[src/rtl/apb_pkg.sv]
// apb_pkg: shared FSM state type and address-decode field width for the APB master bridge.
package apb_pkg;
    typedef enum logic [1:0] {IDLE, SETUP, ACCESS} apb_state_e;
    localparam int SEL_W = 3;
endpackage

[src/rtl/apb_timeout_cnt.sv]
// apb_timeout_cnt: counts ACCESS cycles and flags the last allowed one; MAX=0 never expires.
module apb_timeout_cnt #(
    parameter int MAX = 16
)(
    input  logic clk,
    input  logic rst,
    input  logic i_clr,
    input  logic i_en,
    output logic o_expire
);
    localparam int CW = MAX > 1 ? $clog2(MAX) : 1;
    logic [CW-1:0] r_cnt;
    // Flag rises during the MAX-th enabled cycle so the transfer ends on that edge.
    assign o_expire = (MAX > 0) && (r_cnt == CW'(MAX - 1));
    always_ff @(posedge clk or posedge rst) begin
        if (rst)
            r_cnt <= '0;
        else if (i_clr)
            r_cnt <= '0;
        else if (i_en && !o_expire)
            r_cnt <= r_cnt + 1'b1;
    end
endmodule

[src/rtl/apb_master_bridge.sv]
// apb_master_bridge: single-outstanding request port to APB master with address decode,
// per-slave select and ACCESS timeout.
module apb_master_bridge
    import apb_pkg::*;
#(
    parameter int ADDR_W  = 32,
    parameter int DATA_W  = 32,
    parameter int NUM_SLV = 4,
    parameter int TIMEOUT = 16
)(
    input  logic                      clk,
    input  logic                      rst,
    input  logic                      TRANSFER,
    output logic                      req_ready,
    input  logic [ADDR_W-1:0]         req_addr,
    input  logic                      req_write,
    input  logic [DATA_W-1:0]         req_wdata,
    input  logic [DATA_W/8-1:0]       req_strb,
    output logic                      rsp_valid,
    output logic [DATA_W-1:0]         rsp_rdata,
    output logic                      rsp_err,
    output logic [NUM_SLV-1:0]        PSEL,
    output logic                      PENABLE,
    output logic [ADDR_W-1:0]         PADDR,
    output logic                      PWRITE,
    output logic [DATA_W-1:0]         PWDATA,
    output logic [DATA_W/8-1:0]       PSTRB,
    input  logic [NUM_SLV*DATA_W-1:0] PRDATA,
    input  logic [NUM_SLV-1:0]        PREADY,
    input  logic [NUM_SLV-1:0]        PSLVERR
);
    apb_state_e        r_state;
    logic [SEL_W-1:0]  w_idx;
    logic              w_bad, w_rdy, w_err, w_expire;
    logic [DATA_W-1:0] w_rdata;

    assign w_idx = req_addr[ADDR_W-1 -: SEL_W];
    assign w_bad = int'(w_idx) >= NUM_SLV;
    // The one-hot PSEL doubles as the mux select for the completing slave.
    assign w_rdy = |(PREADY & PSEL);
    assign w_err = |(PSLVERR & PSEL);
    always_comb begin
        w_rdata = '0;
        for (int i = 0; i < NUM_SLV; i++)
            w_rdata |= PSEL[i] ? PRDATA[i*DATA_W +: DATA_W] : '0;
    end

    apb_timeout_cnt #(.MAX(TIMEOUT)) u_tmo (
        .clk      (clk),
        .rst      (rst),
        .i_clr    (r_state == SETUP),
        .i_en     (r_state == ACCESS),
        .o_expire (w_expire)
    );

    always_ff @(posedge clk or posedge rst) begin
        if (rst) begin
            r_state   <= IDLE;
            req_ready <= 1'b1;
            rsp_valid <= 1'b0;
            rsp_rdata <= '0;
            rsp_err   <= 1'b0;
            PSEL      <= '0;
            PENABLE   <= 1'b0;
            PADDR     <= '0;
            PWRITE    <= 1'b0;
            PWDATA    <= '0;
            PSTRB     <= '0;
        end else begin
            rsp_valid <= 1'b0;
            case (r_state)
                IDLE: if (TRANSFER) begin
                    if (w_bad) begin
                        rsp_valid <= 1'b1;
                        rsp_err   <= 1'b1;
                        rsp_rdata <= '0;
                    end else begin
                        r_state   <= SETUP;
                        req_ready <= 1'b0;
                        PSEL      <= NUM_SLV'(1) << w_idx;
                        PADDR     <= req_addr;
                        PWRITE    <= req_write;
                        PWDATA    <= req_wdata;
                        PSTRB     <= req_write ? req_strb : '0;
                    end
                end
                SETUP: begin
                    r_state <= ACCESS;
                    PENABLE <= 1'b1;
                end
                ACCESS: if (w_rdy || w_expire) begin
                    r_state   <= IDLE;
                    req_ready <= 1'b1;
                    PSEL      <= '0;
                    PENABLE   <= 1'b0;
                    rsp_valid <= 1'b1;
                    rsp_err   <= w_rdy ? w_err : 1'b1;
                    rsp_rdata <= (w_rdy && !PWRITE) ? w_rdata : '0;
                end
                default: r_state <= IDLE;
            endcase
        end
    end
endmodule

[config.mk]
export PLATFORM = sky130hd
export DESIGN_NAME = apb_master_bridge
export DESIGN_NICKNAME = d
export VERILOG_FILES = /design/src/rtl/apb_pkg.sv /design/src/rtl/apb_timeout_cnt.sv /design/src/rtl/apb_master_bridge.sv
export SDC_FILE = /design/constraint.sdc
export NUM_CORES = 1
export LEC_CHECK = 0
export BUFFER_PORTS_ARGS = -buffer_cell sky130_fd_sc_hd__buf_2
export CELL_PAD_IN_SITES_DETAIL_PLACEMENT = 1
export CELL_PAD_IN_SITES_GLOBAL_PLACEMENT = 1
export CORE_AREA = 2 2 134 136
export DETAILED_ROUTE_END_ITERATION = 16
export DIE_AREA = 0 0 136 138
export HOLD_SLACK_MARGIN = 0.02
export PLACE_DENSITY = 0.87
export SLEW_MARGIN = 20
export SYNTH_ARGS = -nofsm -noshare
export SYNTH_HDL_FRONTEND = slang
export SYNTH_SLANG_ARGS = --single-unit
[constraint.sdc]
create_clock -name clk -period 4.34 [get_ports clk]
set_clock_uncertainty 0.2 [all_clocks]
set_input_delay 0.868 -clock clk [delete_from_list [all_inputs] [get_ports clk]]
set_output_delay 0.868 -clock clk [all_outputs]
set_load 0.005 [all_outputs]
After elaboration in Yosys (flattened, before gate mapping)
Index checks and enable logic that the tools add are counted.
{"block": "word_totals", "ff_bits": 115, "inputBits": 208, "out_inout_bits": 109, "wordCells": 79}
{"block": "op_classes", "add_sub_neg": 1, "magnitude_cmp": 1, "n_eq_ne": 7, "n_shift": 1, "muxes": 35, "bitwise": 6, "reduce_logical": 16}
{"op": "32-bit two-way mux", "n": 8}
{"op": "32-bit OR", "n": 3}
{"op": "32-bit case mux with 2 select lines", "n": 1}
{"op": "4-bit two-way mux", "n": 6}
{"op": "1-bit two-way mux", "n": 11}
{"op": "4-bit AND", "n": 2}
{"op": "2-bit inequality test (second input constant)", "n": 4}
{"op": "1-bit case mux with 2 select lines", "n": 4}
{"op": "4-bit case mux with 2 select lines", "n": 1}
{"op": "4-bit AND reduction", "n": 2}
{"op": "4-bit OR reduction", "n": 2}
{"op": "2-bit two-way mux", "n": 3}
{"op": "2-bit case mux with 3 select lines", "n": 1}
{"op": "3-bit AND reduction", "n": 2}
{"op": "2-bit nonzero test", "n": 3}
{"op": "4-bit by 1-bit adder with 4-bit output (second input constant)", "n": 1}
{"op": "4-bit equality test (second input constant)", "n": 1}
{"op": "1-bit by 3-bit left shift with 4-bit output (first input constant)", "n": 1}
{"op": "3-bit >= comparator (second input constant)", "n": 1}
{"op": "2-bit by 1-bit equality test with 1-bit output (second input constant)", "n": 1}
{"op": "2-bit equality test (second input constant)", "n": 1}
{"op": "1-bit logical AND", "n": 2}
{"op": "1-bit zero test", "n": 2}
{"op": "2-bit zero test", "n": 1}
{"op": "3 further kinds", "n": 3}

Depth between registers and ports, before layout
{"block": "depth", "ltp_word": 7, "depth_mapped": 7, "mapped_depth_nobuf": 6}

By module
Synthesis repeated with hierarchy kept, for this count alone.
{"block": "unflattened", "hier_cells": 507, "hier_area_um2": 5122.4}
{"module": "apb_master_bridge", "n_inst": 1, "cells_each": 486, "area_each_um2": 4889.7, "seq_area_each_um2": 2778.9}
{"module": "apb_timeout_cnt", "n_inst": 1, "cells_each": 21, "area_each_um2": 232.7, "seq_area_each_um2": 100.1}

Worst setup path after synthesis
No wires, ideal clock.
{"block": "synth_path", "path_type": "input to register", "startpoint": "in PREADY[2]", "endpoint": "reg rsp_rdata[0]", "setup_time_ns": 0.128, "arrival_ns": 1.815, "required_ns": 4.012, "slack_ns": 2.197, "cell_stages": 6, "n_path_buf": 2, "cell_sequence": "a22o_4 > a221oi_4 > or3_1 > buf_4 > buf_6 > o2bb2ai_1"}
{"block": "synth_between", "elab_chain_len": 6, "word_cells_on_any_way": 9, "classes_between": "eq/ne (1); mux (3); bitwise (1); reduce/logical (4)"}
{"item": "from (decl)", "line_no": "apb_master_bridge.sv:29", "source": "input logic [NUM_SLV-1:0] PREADY,"}
{"item": "4-bit AND *", "line_no": "apb_master_bridge.sv:40", "source": "assign w_rdy = |(PREADY & PSEL);"}
{"item": "4-bit OR reduction *", "line_no": "apb_master_bridge.sv:40"}
{"item": "1-bit logical AND", "line_no": "apb_master_bridge.sv:98", "source": "rsp_rdata <= (w_rdy && !PWRITE) ? w_rdata : '0;"}
{"item": "32-bit two-way mux", "line_no": "apb_master_bridge.sv:98"}
{"item": "32-bit two-way mux", "line_no": "apb_master_bridge.sv:91", "source": "ACCESS: if (w_rdy || w_expire) begin"}
{"item": "32-bit case mux with 2 select lines", "line_no": "apb_master_bridge.sv:71", "source": "case (r_state)"}
{"item": "to (signal assigned)", "line_no": "apb_master_bridge.sv:98"}
{"item": "to (decl)", "line_no": "apb_master_bridge.sv:20", "source": "output logic [DATA_W-1:0] rsp_rdata,"}
Mark *: on every way between the ends. The rest lies on a longest branch, timed or not. The select of a mux whose other input is x is not followed.
A chain may end at the register's enable or synchronous reset.

Worst setup path in the final report
{"block": "layout_path", "startpoint": "reg PSEL[0]", "endpoint": "out PSEL[0]"}
{"item": "from (decl)", "line_no": "apb_master_bridge.sv:22", "source": "output logic [NUM_SLV-1:0] PSEL,"}
{"item": "from (signal assigned)", "line_no": "apb_master_bridge.sv:80", "source": "PSEL <= NUM_SLV'(1) << w_idx;"}
No word-level cell between the ends.

==> flow_summary.json <==
{
  "die_area_um2": 18800,
  "crit_type": "flip-flop to output port",
  "drc": 0,
  "grt_pass1_wl_um": 28600,
  "insertion_delay_ps": 410,
  "max_stage_delay_ps": 410,
  "wirelength_um": 19000,
  "fin_crit_sh_pct": 57.1,
  "drive_above_1_share_pct": 44.3,
  "grt_util_met2_pct": 34.0,
  "cts_resized": 0,
  "grt_max_degree": 72,
  "grt_util_met1_pct": 21.6,
  "initialDrtViolationCount": 183,
  "period_needed_ps": 2480,
  "num_antenna_cells": 0,
  "io_pins": 317,
  "ir_drop_v": 0.000284,
  "nets": 1023,
  "syn_area_um2": 5080,
  "p_leak_uw": 0.00405,
  "syn-num-nets": 717,
  "rsz0062_at_grt": "false",
  "fmax_mhz": 404,
  "antenna_found_initial": 1,
  "synth.distinct_cells": 35,
  "synth_edf_count": 0,
  "viasPerCell": 4.94,
  "setup_viol": 0,
  "fp.dieW_um": 136,
  "synth-async-reset-ratio_pct": 100,
  "slew_headroom_pct": 50.7,
  "core-area_um2": 17500,
  "cts_hold_buf": 0,
  "antenna_left": 0,
  "dr.pass1.iters": 4,
  "grt_pass1_vias": 5512,
  "final_cell_mix": "316 x buf_2, 207 x nand2_1, 114 x dfrtp_1, 34 x a22o_1, 34 x o2bb2ai_1",
  "die_h_um": 138,
  "cp_slowest_cell": "dfrtp_1",
  "cts_setup_buffers": 0,
  "maxCapViolations": 0,
  "slew_viol_final": 0,
  "hpwl_um": 14300,
  "syn2layout_area_growth_pct": 45.4,
  "grt_use_met3_pct": 7.33,
  "gp_congestion": 0.775,
  "tightest_slew_ps": 740,
  "ys_ff_latch": 115,
  "dpl_cell_area_um2": 6810,
  "critical_path.cell_chain": "buf_4 > buf_2",
  "row_count": 49,
  "critPathCaptureType": "output port",
  "grt-busiest-layer": "met2",
  "synth.avg_cell_area_um2": 10.0,
  "port-buffer-count": 316,
  "final_common_cell": "buf_2",
  "track_usage_pct": 19.5,
  "final_cells": 1056,
  "wl_per_cell_um": 18.0,
  "htree_levels": 4,
  "yosysWarnings": 0,
  "crit_buf_inv": 2,
  "fin_tns_setup_ps": 0,
  "worstPathMaxFanout": 35,
  "initial_utilization_pct": 29.0,
  "cts-root-buf": "clkbuf_16",
  "cts_tree": "built",
  "vias": 5215,
  "arrival_ps": 1410,
  "seq_area_frac_synth_pct": 56.6,
  "synthCells": 508,
  "startpoint_type": "flip-flop",
  "power.density_nw_per_um2": 633,
  "report.final.hold_viol_count": 0,
  "numCtsBuffers": 17,
  "synth-main-ff-cell": "dfrtp_1",
  "cts_sinks": 115,
  "clkSlewWorstSetupHoldPaths_ps": 60,
  "path_delay_family": "buffers and inverters",
  "status": "finished clean",
  "overflow": 0,
  "clockBufferDepth": 2,
  "placed_cells": 1024,
  "holdCritPathClass": "flip-flop to flip-flop",
  "crit_required_ps": 3270,
  "final_area_um2": 7390
}
worst paths after layout:
kind	start	endpoint	slack (ps)	cells past startpoint
worst max-delay path	PSEL[0]	PSEL[0]	1860	2
worst min-delay path	PADDR[14]	PADDR[14]	270	2
worst max register to register	r_state[0]	PWDATA[19]	2050	5
worst min register to register	PADDR[14]	PADDR[14]	270	2
max in group asynchronous	rst	req_ready	2730	3
min in group asynchronous	rst	PADDR[11]	340	2
power by group:
group | internal [uW] | switching [uW]
clock network | 851 | 530
logic | 694 | 851
registers | 1480 | 276
worst min-delay path, cell delays in order (launching register included):
cell	delay (ps)
dfrtp_1	340
nand2_1	50
nand2_1	50
synthesized netlist by cell type (2+ instances only):
master	instances	share of area, %
a21oi_1	5	0.49
a221oi_1	33	5.7
a22o_1	34	5.9
a22oi_1	2	0.30
buf_1	3	0.22
buf_2	12	1.2
buf_6	8	1.8
clkbuf_1	16	1.2
dfrtp_1	114	56
inv_1	2	0.15
inv_2	2	0.15
nand2_1	207	15
nand2b_1	3	0.37
nand3_1	6	0.59
nor2_1	4	0.30
nor3_1	4	0.39
o2bb2ai_1	34	5.9
or3_1	2	0.25
layer usage:
layer | vias to the layer above | part of all wire (%) | wire, um
met4 | 2 | 2.5 | 472
met1 | 2531 | 38 | 7170
met3 | 34 | 9.6 | 1820
met5 | - | 0.068 | 13
met2 | 244 | 50 | 9520
li1 | 2404 | - | -
cell type report:
cell class                 count  area [um^2]
inverter                       4         17.5
tap                          229          287
sequential                   115         2880
fill                        2147        10100
timing repair buffer         327         1660
clock inverter                14          155
multi-input combinational    349         1960
clock buffer                  18          429
metrics by stage:
step | utilization (%) | hold WS, ps | power [uW] | setup WS, ps
CTS | 42.2 | 273 | 4750 | 1830
detailed placement | 38.8 | 258 | 3330 | 1550
global route | 42.2 | 296 | 5000 | 1780
global placement | 38.8 | 245 | 3250 | 1600
finish | 42.2 | 267 | 4680 | 1860
floorplan | - | 263 | 2570 | 230
cell families after synthesis:
| family | share of synthesized area, % |
|---|---|
| simple gates | 17.4 |
| buf+inv | 4.80 |
| flops | 56.6 |
| mux | 0.197 |
| fa+ha+maj | 0.246 |
| compound gates | 20.7 |
flip-flops by register name (all words and copies together), names as in the netlist:
signal	flops
u_tmo.r_cnt	4
PSEL	4
PENABLE	1
r_state	2
req_ready	1
PWDATA	32
PADDR	32
PSTRB	4
rsp_valid	1
rsp_rdata	32
rsp_err	1
PWRITE	1
Power figures use the tool's default switching activity.
